### config.mk
export PLATFORM = sky130hd
export DESIGN_NAME = vga_sync_ctrl_flat
export DESIGN_NICKNAME = d
export VERILOG_FILES = /design/src/rtl/vga_sync_ctrl_if.sv /design/src/rtl/vga_sync_ctrl.sv /design/src/flat_wrapper.sv
export SDC_FILE = /design/constraint.sdc
export NUM_CORES = 1
export LEC_CHECK = 0
export ABC_AREA = 1
export ABC_CLOCK_PERIOD_IN_PS = 2700
export BUFFER_PORTS_ARGS = -buffer_cell sky130_fd_sc_hd__buf_2
export CAP_MARGIN = 40
export CORE_MARGIN = 10
export CORE_UTILIZATION = 35
export CTS_CLUSTER_SIZE = 30
export DETAILED_ROUTE_END_ITERATION = 10
export SYNTH_ARGS = -nofsm -noshare
export SYNTH_HDL_FRONTEND = slang
export SYNTH_SLANG_ARGS = --single-unit
export TNS_END_PERCENT = 100
### constraint.sdc
create_clock -name CLK_NX -period 2.7 [get_ports CLK_NX]
set_input_delay 0.405 -clock CLK_NX [delete_from_list [all_inputs] [get_ports CLK_NX]]
set_output_delay 0.405 -clock CLK_NX [all_outputs]
set_load 0.02 [all_outputs]
### src/rtl/vga_sync_ctrl_if.sv
// Raster timing bundle from the VGA sync controller to the pixel generator.
interface vga_sync_ctrl_if;
    logic       hsync;
    logic       vsync;
    logic       video_on;
    logic [9:0] pixel_x;
    logic [9:0] pixel_y;
    logic       frame_start;
    logic       blink_on;

    modport master (
        output hsync,
        output vsync,
        output video_on,
        output pixel_x,
        output pixel_y,
        output frame_start,
        output blink_on
    );

    modport slave (
        input hsync,
        input vsync,
        input video_on,
        input pixel_x,
        input pixel_y,
        input frame_start,
        input blink_on
    );
endinterface

### src/rtl/vga_sync_ctrl.sv
// 640x480@60 raster sequencer paced by pixel_rate edges in the CLK_NX domain,
// with ring-blink gating latched only at frame boundaries.
module vga_sync_ctrl #(
    parameter int H_VISIBLE = 640,
    parameter int H_FRONT   = 16,
    parameter int H_SYNC    = 96,
    parameter int H_BACK    = 48,
    parameter int V_VISIBLE = 480,
    parameter int V_FRONT   = 10,
    parameter int V_SYNC    = 2,
    parameter int V_BACK    = 33,
    parameter bit SYNC_POL  = 1'b0
) (
    input  logic CLK_NX,
    input  logic reset,
    input  logic pixel_rate,
    input  logic clk_RING,
    input  logic ring_en,
    vga_sync_ctrl_if.master vga
);

    localparam int H_TOTAL = H_VISIBLE + H_FRONT + H_SYNC + H_BACK;
    localparam int V_TOTAL = V_VISIBLE + V_FRONT + V_SYNC + V_BACK;

    localparam logic [9:0] H_LAST = 10'(H_TOTAL - 1);
    localparam logic [9:0] H_FP   = 10'(H_VISIBLE);
    localparam logic [9:0] H_SY   = 10'(H_VISIBLE + H_FRONT);
    localparam logic [9:0] H_BP   = 10'(H_VISIBLE + H_FRONT + H_SYNC);

    localparam logic [9:0] V_LAST = 10'(V_TOTAL - 1);
    localparam logic [9:0] V_FP   = 10'(V_VISIBLE);
    localparam logic [9:0] V_SY   = 10'(V_VISIBLE + V_FRONT);
    localparam logic [9:0] V_BP   = 10'(V_VISIBLE + V_FRONT + V_SYNC);

    localparam logic [1:0] S_ACTIVE = 2'd0;
    localparam logic [1:0] S_FRONT  = 2'd1;
    localparam logic [1:0] S_SYNC   = 2'd2;
    localparam logic [1:0] S_BACK   = 2'd3;

    logic       rate_q;
    logic [9:0] h_q, h_d;
    logic [9:0] v_q, v_d;
    logic [1:0] hst_q, hst_d;
    logic [1:0] vst_q, vst_d;
    logic       hsync_q, hsync_d;
    logic       vsync_q, vsync_d;
    logic       video_q, video_d;
    logic       fs_q, fs_d;
    logic       blink_q, blink_d;

    logic pix_tick;
    logic h_wrap;
    logic v_wrap;

    assign pix_tick = pixel_rate & ~rate_q;
    assign h_wrap   = (h_q == H_LAST);
    assign v_wrap   = (v_q == V_LAST);

    always_comb begin
        h_d   = h_q;
        v_d   = v_q;
        hst_d = hst_q;
        vst_d = vst_q;
        if (pix_tick) begin
            h_d = h_wrap ? 10'd0 : h_q + 10'd1;
            unique case (hst_q)
                S_ACTIVE: if (h_d == H_FP) hst_d = S_FRONT;
                S_FRONT:  if (h_d == H_SY) hst_d = S_SYNC;
                S_SYNC:   if (h_d == H_BP) hst_d = S_BACK;
                S_BACK:   if (h_d == 10'd0) hst_d = S_ACTIVE;
                default:  hst_d = S_BACK;
            endcase
            // vertical state only moves on the line wrap
            if (h_wrap) begin
                v_d = v_wrap ? 10'd0 : v_q + 10'd1;
                unique case (vst_q)
                    S_ACTIVE: if (v_d == V_FP) vst_d = S_FRONT;
                    S_FRONT:  if (v_d == V_SY) vst_d = S_SYNC;
                    S_SYNC:   if (v_d == V_BP) vst_d = S_BACK;
                    S_BACK:   if (v_d == 10'd0) vst_d = S_ACTIVE;
                    default:  vst_d = S_BACK;
                endcase
            end
        end
    end

    always_comb begin
        hsync_d = (hst_d == S_SYNC) ? SYNC_POL : ~SYNC_POL;
        vsync_d = (vst_d == S_SYNC) ? SYNC_POL : ~SYNC_POL;
        video_d = (hst_d == S_ACTIVE) && (vst_d == S_ACTIVE);
        fs_d    = pix_tick & h_wrap & v_wrap;
        blink_d = blink_q;
        if (fs_d) begin
            blink_d = ring_en ? clk_RING : 1'b1;
        end
    end

    always_ff @(posedge CLK_NX or posedge reset) begin
        if (reset) begin
            rate_q  <= 1'b0;
            h_q     <= H_LAST;
            v_q     <= V_LAST;
            hst_q   <= S_BACK;
            vst_q   <= S_BACK;
            hsync_q <= ~SYNC_POL;
            vsync_q <= ~SYNC_POL;
            video_q <= 1'b0;
            fs_q    <= 1'b0;
            blink_q <= 1'b1;
        end else begin
            rate_q  <= pixel_rate;
            h_q     <= h_d;
            v_q     <= v_d;
            hst_q   <= hst_d;
            vst_q   <= vst_d;
            hsync_q <= hsync_d;
            vsync_q <= vsync_d;
            video_q <= video_d;
            fs_q    <= fs_d;
            blink_q <= blink_d;
        end
    end

    assign vga.hsync       = hsync_q;
    assign vga.vsync       = vsync_q;
    assign vga.video_on    = video_q;
    assign vga.pixel_x     = h_q;
    assign vga.pixel_y     = v_q;
    assign vga.frame_start = fs_q;
    assign vga.blink_on    = blink_q;

endmodule
### src/flat_wrapper.sv
// flat-port wrapper written by rule: the top's interface ports become plain ports
module vga_sync_ctrl_flat 
#(
    parameter int H_VISIBLE = 640,
    parameter int H_FRONT   = 16,
    parameter int H_SYNC    = 96,
    parameter int H_BACK    = 48,
    parameter int V_VISIBLE = 480,
    parameter int V_FRONT   = 10,
    parameter int V_SYNC    = 2,
    parameter int V_BACK    = 33,
    parameter bit SYNC_POL  = 1'b0
)
  (CLK_NX, reset, pixel_rate, clk_RING, ring_en, vga_hsync, vga_vsync, vga_video_on, vga_pixel_x, vga_pixel_y, vga_frame_start, vga_blink_on);
  vga_sync_ctrl_if vga_i ();
  input  logic CLK_NX;
  input  logic reset;
  input  logic pixel_rate;
  input  logic clk_RING;
  input  logic ring_en;
  output wire logic [$bits(vga_i.hsync)-1:0] vga_hsync;
  output wire logic [$bits(vga_i.vsync)-1:0] vga_vsync;
  output wire logic [$bits(vga_i.video_on)-1:0] vga_video_on;
  output wire logic [$bits(vga_i.pixel_x)-1:0] vga_pixel_x;
  output wire logic [$bits(vga_i.pixel_y)-1:0] vga_pixel_y;
  output wire logic [$bits(vga_i.frame_start)-1:0] vga_frame_start;
  output wire logic [$bits(vga_i.blink_on)-1:0] vga_blink_on;
  assign vga_hsync = vga_i.hsync;
  assign vga_vsync = vga_i.vsync;
  assign vga_video_on = vga_i.video_on;
  assign vga_pixel_x = vga_i.pixel_x;
  assign vga_pixel_y = vga_i.pixel_y;
  assign vga_frame_start = vga_i.frame_start;
  assign vga_blink_on = vga_i.blink_on;
  vga_sync_ctrl #(.H_VISIBLE(H_VISIBLE), .H_FRONT(H_FRONT), .H_SYNC(H_SYNC), .H_BACK(H_BACK), .V_VISIBLE(V_VISIBLE), .V_FRONT(V_FRONT), .V_SYNC(V_SYNC), .V_BACK(V_BACK), .SYNC_POL(SYNC_POL)) u_core (.CLK_NX(CLK_NX), .reset(reset), .pixel_rate(pixel_rate), .clk_RING(clk_RING), .ring_en(ring_en), .vga(vga_i));
endmodule
# == Word level (Yosys, flattened, before mapping) ==
# Cells that the tools add are included.
# totals
reg_bits,30
output_inout_bits,25
latchBits,0
in_bits,5
mem_bits_ro,0
elab_cells,58
memories,0
ram_bits,0
# classes
shift,0
add_sub_neg,2
multipliers,0
n_eq_ne,16
n_reduce_logical,8
n_div,0
bitwise,4
magnitude_cmp,0
muxes,18
# ops
cell,n
$eq 10x10->1 const B,5
$eq 10x9->1 const B,3
$mux 2,11
$add 10x1->10 const B,2
$logic_not 10->1,2
$mux 10,2
$pmux 2 s4,2
$eq 2x2->1 const B,6
$logic_not 2->1,4
$eq 2x1->1 const B,2
$and 1x1->1,3
$mux 1,3
$reduce_and 2->1,1
$logic_and 1x1->1,1
$not 1->1,1

# == Longest topological paths before layout ==
# Gate-level depths: netlist (run 1).
# logic_depth
ltp_word,9
mapped_depth,15
ltp_nobuf,15

# == Least setup slack after synthesis (run 1) ==
# No wires, ideal clock.
# synth_path
path_kind,register to register
from,"reg u_core.h_q[1], in the netlist u_core.vga.pixel_x[1]"
to,"reg u_core.video_q, in the netlist u_core.vga.video_on"
path_stages_with_launch,14
synth_period_minus_slack_ps,2061
required_ps,2631
setup_slack_ps,639
arrival_time_ps,1992
setup_time_ps,69
n_path_buf,0
cell_sequence,dfstp_2 -> ha_1 -> nand2_4 -> nor2_8 -> nand3_4 -> a21oi_2 -> nand2_2 -> nor2_2 -> nand2_2 -> nand2_2 -> nand3_2 -> nor2_2 -> nor2_2 -> nor2_2
# synth_between
elab_chain_len,8
elab_cells_between_ends,18
classes_between,1 x add/sub; 4 x eq/ne; 9 x mux; 4 x reduce/logical
# synth_lines
element,line,source
"start, declared",vga_sync_ctrl.sv:41,"logic [9:0] h_q, h_d;"
"start signal, assigned",vga_sync_ctrl.sv:101,h_q <= H_LAST;
"start signal, assigned",vga_sync_ctrl.sv:112,h_q <= h_d;
$add 10x1->10 or $eq 10x10->1 (tied branches),"vga_sync_ctrl.sv:65, vga_sync_ctrl.sv:56",
$mux 10 (*),vga_sync_ctrl.sv:65,h_d = h_wrap ? 10'd0 : h_q + 10'd1;
$eq 10x10->1 (tied with other cells),vga_sync_ctrl.sv:69,S_SYNC: if (h_d == H_BP) hst_d = S_BACK;
"$mux 2, on equally long branches",--,
$pmux 2 s4 (*),vga_sync_ctrl.sv:66,unique case (hst_q)
$mux 2 (*),vga_sync_ctrl.sv:64,if (pix_tick) begin
via u_core.hst_d[0],vga_sync_ctrl.sv:43,"logic [1:0] hst_q, hst_d;"
$logic_not 2->1 (*),vga_sync_ctrl.sv:90,video_d = (hst_d == S_ACTIVE) && (vst_d == S_ACTIVE);
$logic_and 1x1->1 (*),vga_sync_ctrl.sv:90,
via u_core.video_d,vga_sync_ctrl.sv:47,"logic video_q, video_d;"
"end signal, assigned",vga_sync_ctrl.sv:118,video_q <= video_d;
"end, declared",vga_sync_ctrl.sv:47,
# Mark *: on every way through the listed nets, which the timed path passes. The rest lies on a longest branch.
# A chain may end at the register's enable or synchronous reset.

# == Final worst setup path (run 1) ==
# layout_path
from,"reg u_core.h_q[1], in the netlist u_core.vga.pixel_x[1]"
to,"reg u_core.video_q, in the netlist u_core.vga.video_on"
# layout_between
elab_chain_len,8
elab_cells_between_ends,18
classes_between,1 x add/sub; 4 x eq/ne; 9 x mux; 4 x reduce/logical
# layout_lines
element,line
$add 10x1->10 or $eq 10x10->1 (tied branches),"vga_sync_ctrl.sv:65, vga_sync_ctrl.sv:56"
$mux 10,vga_sync_ctrl.sv:65
$eq 10x10->1 (tied with other cells),vga_sync_ctrl.sv:69
"$mux 2, on equally long branches",--
$pmux 2 s4,vga_sync_ctrl.sv:66
$mux 2,vga_sync_ctrl.sv:64
$logic_not 2->1,vga_sync_ctrl.sv:90
$logic_and 1x1->1 (*),vga_sync_ctrl.sv:90
via u_core.video_d,vga_sync_ctrl.sv:47
# Marks and branches as above.

==> flow_summary.json, run 1 <==
{
  "grt_setup_unrepaired": "no",
  "start_kind": "flop",
  "synth-compound-area-share": 0.0821,
  "drc": 0,
  "clk_path_buf_depth": 2,
  "met3_usage": 0.0305,
  "cts_buffers": 5,
  "stdcell_count": 422,
  "cts.htree.levels": 2,
  "cts_resized": 0,
  "synth.distinct_cells": 24,
  "leakage_uw": 0.00130,
  "die_h_um": 96.9,
  "path_clk_slew_ns": 0.06,
  "startpoint": "u_core.vga.pixel_x[1]",
  "busiest_layer": "met2",
  "setup_tns_ns": 0,
  "relSlewSlack": 0.695,
  "grt_pass1_vias": 1725,
  "cap_violations": 0,
  "antenna_found_initial": 0,
  "cp-end-kind": "flop",
  "port_buffers": 29,
  "yosys.area_share.adder": 0.0242,
  "tightestPinTransition_ns": 0.457,
  "fin_nets": 358,
  "globalRouteTotalUtil": 0.102,
  "drtIter0Drc": 115,
  "avgSynthCellArea_um2": 6.60,
  "grt_pass1_wl_um": 8270,
  "die_area_mm2": 0.00940,
  "drive_gt1_frac": 0.217,
  "worst_clock_skew_ns": 0.00401,
  "max_freq_mhz": 460,
  "period_share": 0.805,
  "wl_per_cell_um": 11.5,
  "multi_input_area_mm2": 0.00110,
  "max_stage_delay_ns": 0.57,
  "grt_max_degree": 31,
  "cp_slowest_cell": "dfstp_2",
  "grt_use_met1": 0.144,
  "peakVddDrop_mv": 0.403,
  "rows": 27,
  "cts-root-buf": "clkbuf_8",
  "rr_startpoint": "u_core.vga.pixel_x[1]",
  "min_period_ns": 2.17,
  "synth_mux_area_frac": 0,
  "nFillCells": 599,
  "syn_area_mm2": 0.00207,
  "via_count": 1927,
  "cts_tree": "done",
  "worstPathCellList": "ha_1 > nand2_4 > nor2_8 > nand3_4 > nor2_4 > inv_2 > nor2_1 > inv_2 > a21oi_1 > nand2_1 > nand2_1 > nand3_1 > nor2_2",
  "setup_viol": 0,
  "diodes": 0,
  "use_met2": 0.146,
  "ys_seq_area_frac": 0.373,
  "regArea_um2": 772,
  "gp_congestion": 0.855,
  "critical_path.max_fanout": 18,
  "postCtsSetupBuffers": 0,
  "fin_area_mm2": 0.00240,
  "fin_util": 0.426,
  "antenna_left": 0,
  "start_util": 0.367,
  "ys_seq_elements": 30,
  "hold_path.class": "input pin to async pin",
  "synth_nets": 323,
  "grt.overflow.total": 0,
  "power_density_mw_per_mm2": 611,
  "drt-pass1-iter-count": 5,
  "synthSimpleGateAreaFrac": 0.425,
  "synth_xor_area_frac": 0,
  "die_x_um": 96.9,
  "p_total_uw": 1470,
  "critical_path_required_ns": 2.91,
  "avgViaCountPerCell": 4.57,
  "ios": 30,
  "hold_viol": 0,
  "clock_latency_ns": 0.28,
  "core_area_mm2": 0.00564,
  "syn_inst": 314,
  "arrival_ns": 2.39,
  "placed_cells": 414,
  "hold_buffers": 0,
  "outcome": "complete, no violations",
  "wirelength_um": 4870,
  "slew_violations": 0,
  "cts_sinks": 30,
  "synth_top_family_by_area": "simple AND/OR/NAND/NOR gates",
  "criticalPathCategory": "flop to flop",
  "area_delta_synth_final_pct": 15.9,
  "ys_warn_count": 0,
  "dp_hpwl_um": 3770,
  "placed_area_mm2": 0.00231
}
==> layout by cell type (no fill, tap or decap), types with 2 or more instances in the layout <==
| cell type | count |
|---|---|
| clkbuf_8 | 6 |
| nand2_1 | 95 |
| dfstp_2 | 17 |
| nor2_1 | 44 |
| buf_4 | 2 |
| dfrtp_1 | 13 |
| o21ai_1 | 3 |
| inv_1 | 48 |
| nand3_1 | 35 |
| nand2_4 | 2 |
| a21oi_1 | 4 |
| o21ai_0 | 21 |
| buf_2 | 29 |
| nand3_2 | 3 |
| o21bai_1 | 2 |
| nand2_2 | 4 |
| inv_2 | 2 |
| ha_1 | 4 |
| nand4_1 | 3 |
| nor2_2 | 6 |
==> power breakdown <==
part / leakage, µW / switching, µW / internal [µW]
Sequential: 0.000340 / 92.1 / 559
Combinational: 0.000914 / 303 / 151
Clock: 0.0000482 / 159 / 205
Total: 0.00130 / 553 / 914
==> state kept, by name, indices dropped and copies added (netlist names), 2 cells and up <==
signal	flops
u_core.hst_q	2
u_core.vga.pixel_x	10
u_core.vga.pixel_y	10
u_core.vst_q	2
==> cell usage after synthesis, drive strengths merged <==
master  count  area share
nand2     101        0.20
nor2       52        0.11
inv        50       0.091
nand3      39        0.11
o21ai      24       0.058
dfstp      17        0.22
dfrtp      13        0.16
a21oi       5       0.014
ha          4       0.024
nand4       3      0.0091
clkbuf      2      0.0036
o21bai      2      0.0072
a31oi       1      0.0030
buf         1      0.0024
==> kinds of logic after synthesis <==
kind of cell	after synthesis
flip-flops	30
AND/OR/NAND/NOR	195
adder cells (fa/ha/maj)	4
buffers and inverters	53
AO/OA/AOI/OAI	32
==> through the flow <==
| stage | worst slack [ns] | hold WS, ns |
|---|---|---|
| floorplan | 0.639 | 0.436 |
| global placement | 0.585 | 0.480 |
| detailed placement | 0.543 | 0.488 |
| CTS | 0.511 | 0.200 |
| global route | 0.298 | 0.239 |
| finish | 0.527 | 0.183 |
==> metal layers <==
layer | share of wire | vias to the layer above
met5 | 0 | -
met4 | 0.0070 | 0
met3 | 0.054 | 5
met2 | 0.43 | 41
met1 | 0.51 | 834
li1 | - | 1047
==> final cells by class <==
cell class                      instances  share of cell area
Tap cell                               72              0.0375
Sequential cell                        30               0.322
Inverter                               50              0.0782
Clock inverter                          1             0.00208
Timing Repair Buffer                   31              0.0667
Multi-Input combinational cell        231               0.458
Clock buffer                            7              0.0360
==> worst max-delay path, delay by kind of cell (launching register included) <==
family	cells	cell delay, ns
AND/OR/NAND/NOR	9	1.03
flip-flops	1	0.57
adder cells (fa/ha/maj)	1	0.21
buffers and inverters	2	0.20
AO/OA/AOI/OAI	1	0.11
==> path summary, 6_finish.rpt <==
check | endpoint | slack [ns] | depth (start not counted)
max in group asynchronous | u_core.vga.pixel_x[0] | 2.19 | 3
min in group CLK_NX | u_core.rate_q | 0.24 | 1
worst min-delay path | u_core.vga.pixel_y[5] | 0.18 | 3
worst max-delay path | u_core.vga.video_on | 0.53 | 13
worst min register to register | u_core.vga.pixel_x[1] | 0.50 | 2
worst max register to register | u_core.vga.video_on | 0.53 | 13
Note: power is estimated with default switching activity, not from simulation.
==> run 2, diff against run 1 <==
--- a/config.mk
+++ b/config.mk
@@ -6,7 +6,7 @@
 export NUM_CORES = 1
 export LEC_CHECK = 0
 export ABC_AREA = 1
-export ABC_CLOCK_PERIOD_IN_PS = 2700
+export ABC_CLOCK_PERIOD_IN_PS = 1880
 export BUFFER_PORTS_ARGS = -buffer_cell sky130_fd_sc_hd__buf_2
 export CAP_MARGIN = 40
 export CORE_MARGIN = 10
==> constraint.sdc (replaced) <==
create_clock -name CLK_NX -period 1.88 [get_ports CLK_NX]
set_input_delay 0.282 -clock CLK_NX [delete_from_list [all_inputs] [get_ports CLK_NX]]
set_output_delay 0.282 -clock CLK_NX [all_outputs]
set_load 0.02 [all_outputs]
==> run 2 against run 1 <==
  * The flow now finishes with violations (negative setup slack)
  * Flip-flop and latch count unchanged
  * Largest cell class unchanged
  * Final area up 23%
  * Highest routed layer unchanged
  * Clock-buffer cell count grew 1
  * Die area did not move
  * Routed wire length rose by 15%
  * Worst setup slack worse by 0.72 ns
==> flow_summary.json, run 2 (same netlist as run 1, synthesis figures left out) <==
{
  "switching_share": 0.381,
  "die_h_um": 96.9,
  "globalRouteTotalUtil": 0.112,
  "gp_congestion": 0.833,
  "min_period_ns": 2.07,
  "power_density_mw_per_mm2": 773,
  "final_common_cell": "nand2_1",
  "port_buffers": 29,
  "cts_sinks": 30,
  "pwr-share-seq": 0.401,
  "dp_hpwl_um": 4040,
  "ios": 30,
  "drt-pass1-iter-count": 4,
  "setup_viol": 5,
  "reg2reg_slack_ns": -0.19,
  "final_cell_mix": "nand2_1 (83), buf_4 (43), inv_1 (40)",
  "grt_setup_unrepaired": "yes",
  "cp_slowest_cell": "dfstp_2",
  "outcome": "finished with violations",
  "worstPathCellList": "ha_4 > nand2_4 > nor2_8 > nand3_4 > buf_12 > nor2_4 > inv_4 > nor2_4 > inv_2 > a21oi_2 > nand2_1 > nand2_2 > nand3_1 > nor2_2",
  "cts_buffers": 5,
  "max_stage_delay_ns": 0.57,
  "diodes": 0,
  "wl_per_cell_um": 11.9,
  "power_frac_clock": 0.218,
  "regArea_um2": 772,
  "avgViaCountPerCell": 4.59,
  "crit_buf_inv": 3,
  "critical_path_required_ns": 2.09,
  "antenna_left": 0,
  "grt_max_degree": 31,
  "grt_pass1_wl_um": 9140,
  "cp-end-kind": "flop",
  "crit_family": "simple AND/OR/NAND/NOR gates",
  "peakVddDrop_mv": 0.438,
  "leakage_uw": 0.00154,
  "cp_common_cell": "nor2_4",
  "grt_pass1_vias": 1972,
  "stdcell_count": 468,
  "cts-root-buf": "clkbuf_8",
  "wirelength_um": 5580,
  "arrival_ns": 2.28,
  "cap_violations": 0,
  "core_area_mm2": 0.00564,
  "cts.htree.levels": 2,
  "drive_gt1_frac": 0.419,
  "fin_nets": 404,
  "cts_tree": "done",
  "antenna_found_initial": 0,
  "nFillCells": 542,
  "die_x_um": 96.9,
  "clk_path_buf_depth": 2,
  "p_sw_uw": 872,
  "criticalPathCategory": "flop to flop",
  "grt.overflow.total": 0,
  "slew_violations": 0,
  "area_delta_synth_final_pct": 42.9,
  "critical_path.max_fanout": 6,
  "clock_latency_ns": 0.28,
  "multi_input_area_mm2": 0.00129,
  "worst_clock_skew_ns": 0.00488,
  "fin_area_mm2": 0.00296,
  "die_area_mm2": 0.00940,
  "tightestPinTransition_ns": 0.385,
  "via_count": 2147,
  "rows": 27,
  "drc": 0,
  "p_total_uw": 2290,
  "hold_path.class": "input pin to async pin",
  "p_int_uw": 1420,
  "hold_viol": 0,
  "comb_power_share": 0.380,
  "worst_slack_ns": -0.192,
  "start_util": 0.367,
  "path_clk_slew_ns": 0.06,
  "violations": "negative setup slack",
  "placed_area_mm2": 0.00262,
  "placed_cells": 450,
  "relSlewSlack": 0.743,
  "period_share": 1.10,
  "start_kind": "flop",
  "drtIter0Drc": 58,
  "max_freq_mhz": 483
}
==> run 2: cell count changes in the layout (fill, tap and decap cells not counted), moves of 5 or more <==
cell / delta
nand3_2: +6
o21ai_0: -6
inv_1: -8
buf_4: +41
inv_2: +7
nand3_1: -7
o21ai_1: +5
nand2_1: -12
nor2_2: +10
nor2_1: -13
nand2_2: +10
==> run 2: power by group through the flow <==
stage / logic, µW / registers (µW) / clock network, µW
2_1_floorplan: 407 / 1030 / 0
3_3_place_gp: 817 / 918 / 0
3_5_place_dp: 820 / 923 / 0
4_1_cts: 827 / 915 / 519
5_1_grt: 966 / 935 / 557
6_report: 871 / 918 / 500
==> run 2: worst reg2reg max path, delay by kind of cell, from the launching register on <==
family / cells / cell delay [ns]
AO/OA/AOI/OAI: 1 / 0.09
adder cells (fa/ha/maj): 1 / 0.16
buffers and inverters: 3 / 0.29
flip-flops: 1 / 0.57
AND/OR/NAND/NOR: 9 / 0.91
==> run 2: area by class of cell <==
cell class	instances	share of cell area
multi-input cells	231	0.434
flip-flops and latches	30	0.261
repair buffers	77	0.183
inverters	50	0.0642
well taps	72	0.0304
clock buffers	8	0.0270
==> run 2: final timing paths <==
path	startpoint	cells past startpoint	to
setup reg to reg	u_core.vga.pixel_x[1]	14	u_core.vga.video_on
max in group asynchronous	reset	3	u_core.hst_q[0]
min in group CLK_NX	pixel_rate	1	u_core.rate_q
hold / removal	reset	3	u_core.vga.pixel_y[7]
hold reg to reg	u_core.vga.blink_on	2	u_core.vga.blink_on
setup / recovery	u_core.vga.pixel_x[1]	14	u_core.vga.video_on
==> run 2: metal layers <==
| layer | global-route usage | vias up | wire length, µm | part of all wire |
|---|---|---|---|---|
| li1 | - | 1138 | - | - |
| met1 | 0.147 | 973 | 2730 | 0.49 |
| met2 | 0.178 | 34 | 2610 | 0.47 |
| met3 | 0.0263 | 2 | 211 | 0.038 |
| met4 | 0.0338 | 0 | 41 | 0.0073 |
| met5 | 0 | - | 0 | 0 |
==> run 2: stage by stage <==
step           setup TNS, ns  utilization  hold slack [ns]  setup WS, ns
5_1_grt                -1.38        0.525            0.107        -0.328
2_1_floorplan         -0.103            -            0.313       -0.0787
3_5_place_dp          -0.234        0.465            0.387        -0.132
3_3_place_gp          -0.197        0.465            0.378        -0.101
4_1_cts               -0.274        0.482           0.0876        -0.155
6_report              -0.508        0.525           0.0722        -0.192
==> run 2: repair_timing <==
item,in CTS,in global routing
endpoints found under the setup margin,4,8
buffers inserted,1,9
hold endpoints to repair,0,0
pin swaps,0,12
resized for setup,2,58
hold buffers,0,0
==> run 3, diff against run 2 <==
--- a/config.mk
+++ b/config.mk
@@ -5,7 +5,6 @@
 export SDC_FILE = /design/constraint.sdc
 export NUM_CORES = 1
 export LEC_CHECK = 0
-export ABC_AREA = 1
 export ABC_CLOCK_PERIOD_IN_PS = 1880
 export BUFFER_PORTS_ARGS = -buffer_cell sky130_fd_sc_hd__buf_2
 export CAP_MARGIN = 40
==> run 3 against run 2 <==
  * The run still ends with negative setup slack left
  * Combinational power fell by 18%
  * Global-route usage increased by 1.7 points
  * Worst setup slack lost 0.26 ns
  * Register-to-register slack got worse by 0.26 ns
  * Core utilization increased by 1.7 points
  * Routed wire length grew 5.8%
  * Via count shrank 4.1%
==> flow_summary.json, run 3 <==
{
  "antenna_left": 0,
  "m1WireLength_um": 2910,
  "globalRouteTotalUtil": 0.130,
  "stdcell_count": 395,
  "routed-wl-met3_um": 373,
  "hold_buffers": 0,
  "synth_mux_area_frac": 0.0112,
  "ys_seq_area_frac": 0.384,
  "holdWs_ns": 0.0669,
  "nFillCells": 512,
  "area_delta_synth_final_pct": 49.3,
  "avgSynthCellArea_um2": 8.90,
  "via_count": 2060,
  "post-place-ws_ns": -0.447,
  "fin_util": 0.542,
  "pwr-share-seq": 0.396,
  "drive_gt1_frac": 0.514,
  "worst_slack_ns": -0.455,
  "comb_power_share": 0.343,
  "synth_nets": 235,
  "clock_latency_ns": 0.28,
  "grt_max_degree": 31,
  "startpoint": "u_core.vga.pixel_x[0]",
  "diodes": 0,
  "cts_buffers": 5,
  "die_h_um": 95.8,
  "power_frac_clock": 0.262,
  "critical_path.max_fanout": 4,
  "tightestPinTransition_ns": 0.401,
  "fin_nets": 331,
  "wl_per_cell_um": 15.0,
  "dp_hpwl_um": 4290,
  "avgViaCountPerCell": 5.22,
  "synth-edff-count": 0,
  "ys_seq_elements": 30,
  "synth_top_area_frac": 0.222,
  "cp-end-kind": "flop",
  "die_x_um": 95.8,
  "final_cell_mix": "buf_4 (69), nand2_1 (29), buf_2 (29)",
  "core_area_mm2": 0.00554,
  "yosys.area_share.adder": 0.0249,
  "synth.most_common_cell": "nand2_1",
  "highest_layer": "met4",
  "worst_clock_skew_ns": 0.00991,
  "wirelength_um": 5910,
  "p_sw_uw": 706,
  "relSlewSlack": 0.730,
  "max_stage_delay_ns": 0.58,
  "ff2ff_path_depth": 8,
  "cts_tree": "done",
  "cp_slowest_cell": "dfstp_2",
  "min_period_ns": 2.34,
  "syn_area_mm2": 0.00201,
  "worstPathCellList": "ha_4 > and4_4 > and4bb_2 > a31oi_4 > o311a_1 > a31o_2 > nor3_4 > nor4b_2",
  "setup_viol": 8,
  "path_clk_slew_ns": 0.07,
  "max_freq_mhz": 428,
  "start_kind": "flop",
  "drc": 0,
  "cts_sinks": 30,
  "violations": "negative setup slack",
  "synth_flop_cell": "dfstp_2",
  "grt_pass1_vias": 1961,
  "port_buffers": 29,
  "ys_warn_count": 0,
  "antenna_found_initial": 0,
  "criticalPathCategory": "flop to flop",
  "rr_startpoint": "u_core.vga.pixel_x[0]",
  "synth-compound-area-share": 0.175,
  "hold_path.class": "input pin to async pin",
  "slew_violations": 0,
  "switching_share": 0.337,
  "clk_path_buf_depth": 2,
  "drtIter0Drc": 86,
  "period_share": 1.24,
  "setup_tns_ns": -2.44,
  "grt_pass1_wl_um": 9480,
  "p_int_uw": 1390,
  "reg2reg_slack_ns": -0.46,
  "ios": 30,
  "leakage_uw": 0.00131,
  "cts.htree.levels": 2,
  "synth.distinct_cells": 50,
  "synthTopCellsByCount": "nand2_1 (30), nor2_1 (19), dfstp_2 (17)",
  "synth_top_family_by_area": "simple AND/OR/NAND/NOR gates",
  "grt_setup_unrepaired": "yes",
  "final_common_cell": "buf_4",
  "wl_met2_um": 2510,
  "critical_path_required_ns": 2.06,
  "peakVddDrop_mv": 0.401,
  "cap_violations": 0,
  "gp_congestion": 0.870,
  "arrival_ns": 2.52,
  "placed_cells": 375,
  "rows": 27,
  "synth_xor_area_frac": 0.0740,
  "synth_top_cell_by_area": "dfstp_2",
  "cts-root-buf": "clkbuf_8",
  "power_density_mw_per_mm2": 698,
  "hold_viol": 0,
  "outcome": "finished with violations",
  "grt.overflow.total": 0,
  "r2r_end": "u_core.vga.video_on",
  "die_area_mm2": 0.00918,
  "drt-pass1-iter-count": 4,
  "syn_inst": 226,
  "synthSimpleGateAreaFrac": 0.282,
  "start_util": 0.363,
  "synthArstFlopShare": 1.00,
  "ys_top_cells_by_area": "dfstp_2 (22%), dfrtp_1 (16%), nand2_1 (5.6%)"
}
[run 3: cell count changes after synthesis, moves of 6 or more]
cell / delta
inv_1: -40
nand2_1: -65
nand3_1: -27
nor2_1: -25
nor2_2: -6
nor3_1: +8
o21ai_0: -8
xnor2_1: +9
xor2_1: +8
[run 3: area by class of cell]
class / count / area, µm² / area share
Clock buffer: 7 / 86.3 / 0.0288
Clock inverter: 1 / 5.00 / 0.00167
Inverter: 8 / 30.0 / 0.0100
Multi-Input combinational cell: 175 / 1300 / 0.433
Sequential cell: 30 / 776 / 0.258
Tap cell: 72 / 90.1 / 0.0300
Timing Repair Buffer: 102 / 717 / 0.239
[run 3: worst max-delay path by stage]
stage | end | slack [ns] | cells after the start
after floorplan | u_core.vga.video_on | -0.55 | 7
after global placement | u_core.vga.video_on | -0.39 | 6
after detailed placement | u_core.vga.video_on | -0.45 | 6
after CTS | u_core.vga.video_on | -0.45 | 6
after global routing | u_core.vga.video_on | -0.57 | 9
final | u_core.vga.video_on | -0.46 | 8
[run 3: kinds of logic after synthesis]
group / count (synthesis)
mux: 2
flops: 30
simple gates: 105
buf+inv: 21
xor+xnor: 17
compound gates: 47
fa+ha+maj: 4
[run 3: timing repair]
| item | 4_1_cts | 5_1_grt |
|---|---|---|
| buffers inserted | 5 | 7 |
| gates cloned | 0 | 0 |
| pin swaps | 5 | 8 |
| gates resized for setup | 8 | 21 |
| endpoints found under the setup margin | 11 | 12 |
[run 3: metal layers]
| metal | GRT usage | vias up |
|---|---|---|
| met5 | 0 | - |
| li1 | - | 1017 |
| met4 | 0.0516 | 0 |
| met3 | 0.0350 | 9 |
| met2 | 0.188 | 54 |
| met1 | 0.178 | 980 |
[run 3: stage by stage]
step	cell area (µm²)	total power [µW]
2_1_floorplan	2090	1180
3_3_place_gp	2710	1480
3_5_place_dp	2710	1490
4_1_cts	2870	2090
5_1_grt	3000	2210
6_report	3000	2100
[run 3: worst max-delay path: cells and delay by family, from the launching register on]
family	cells	cell delay, ns
fa+ha+maj	1	0.15
compound gates	3	0.62
flops	1	0.58
simple gates	4	0.89
[run 3: power groups by stage]
stage          sequential (µW)  combinational [µW]  clock [µW]
6_report                   829                 718         549
3_3_place_gp               828                 651           0
4_1_cts                    822                 699         568
2_1_floorplan              891                 294           0
3_5_place_dp               832                 659           0
5_1_grt                    838                 779         598
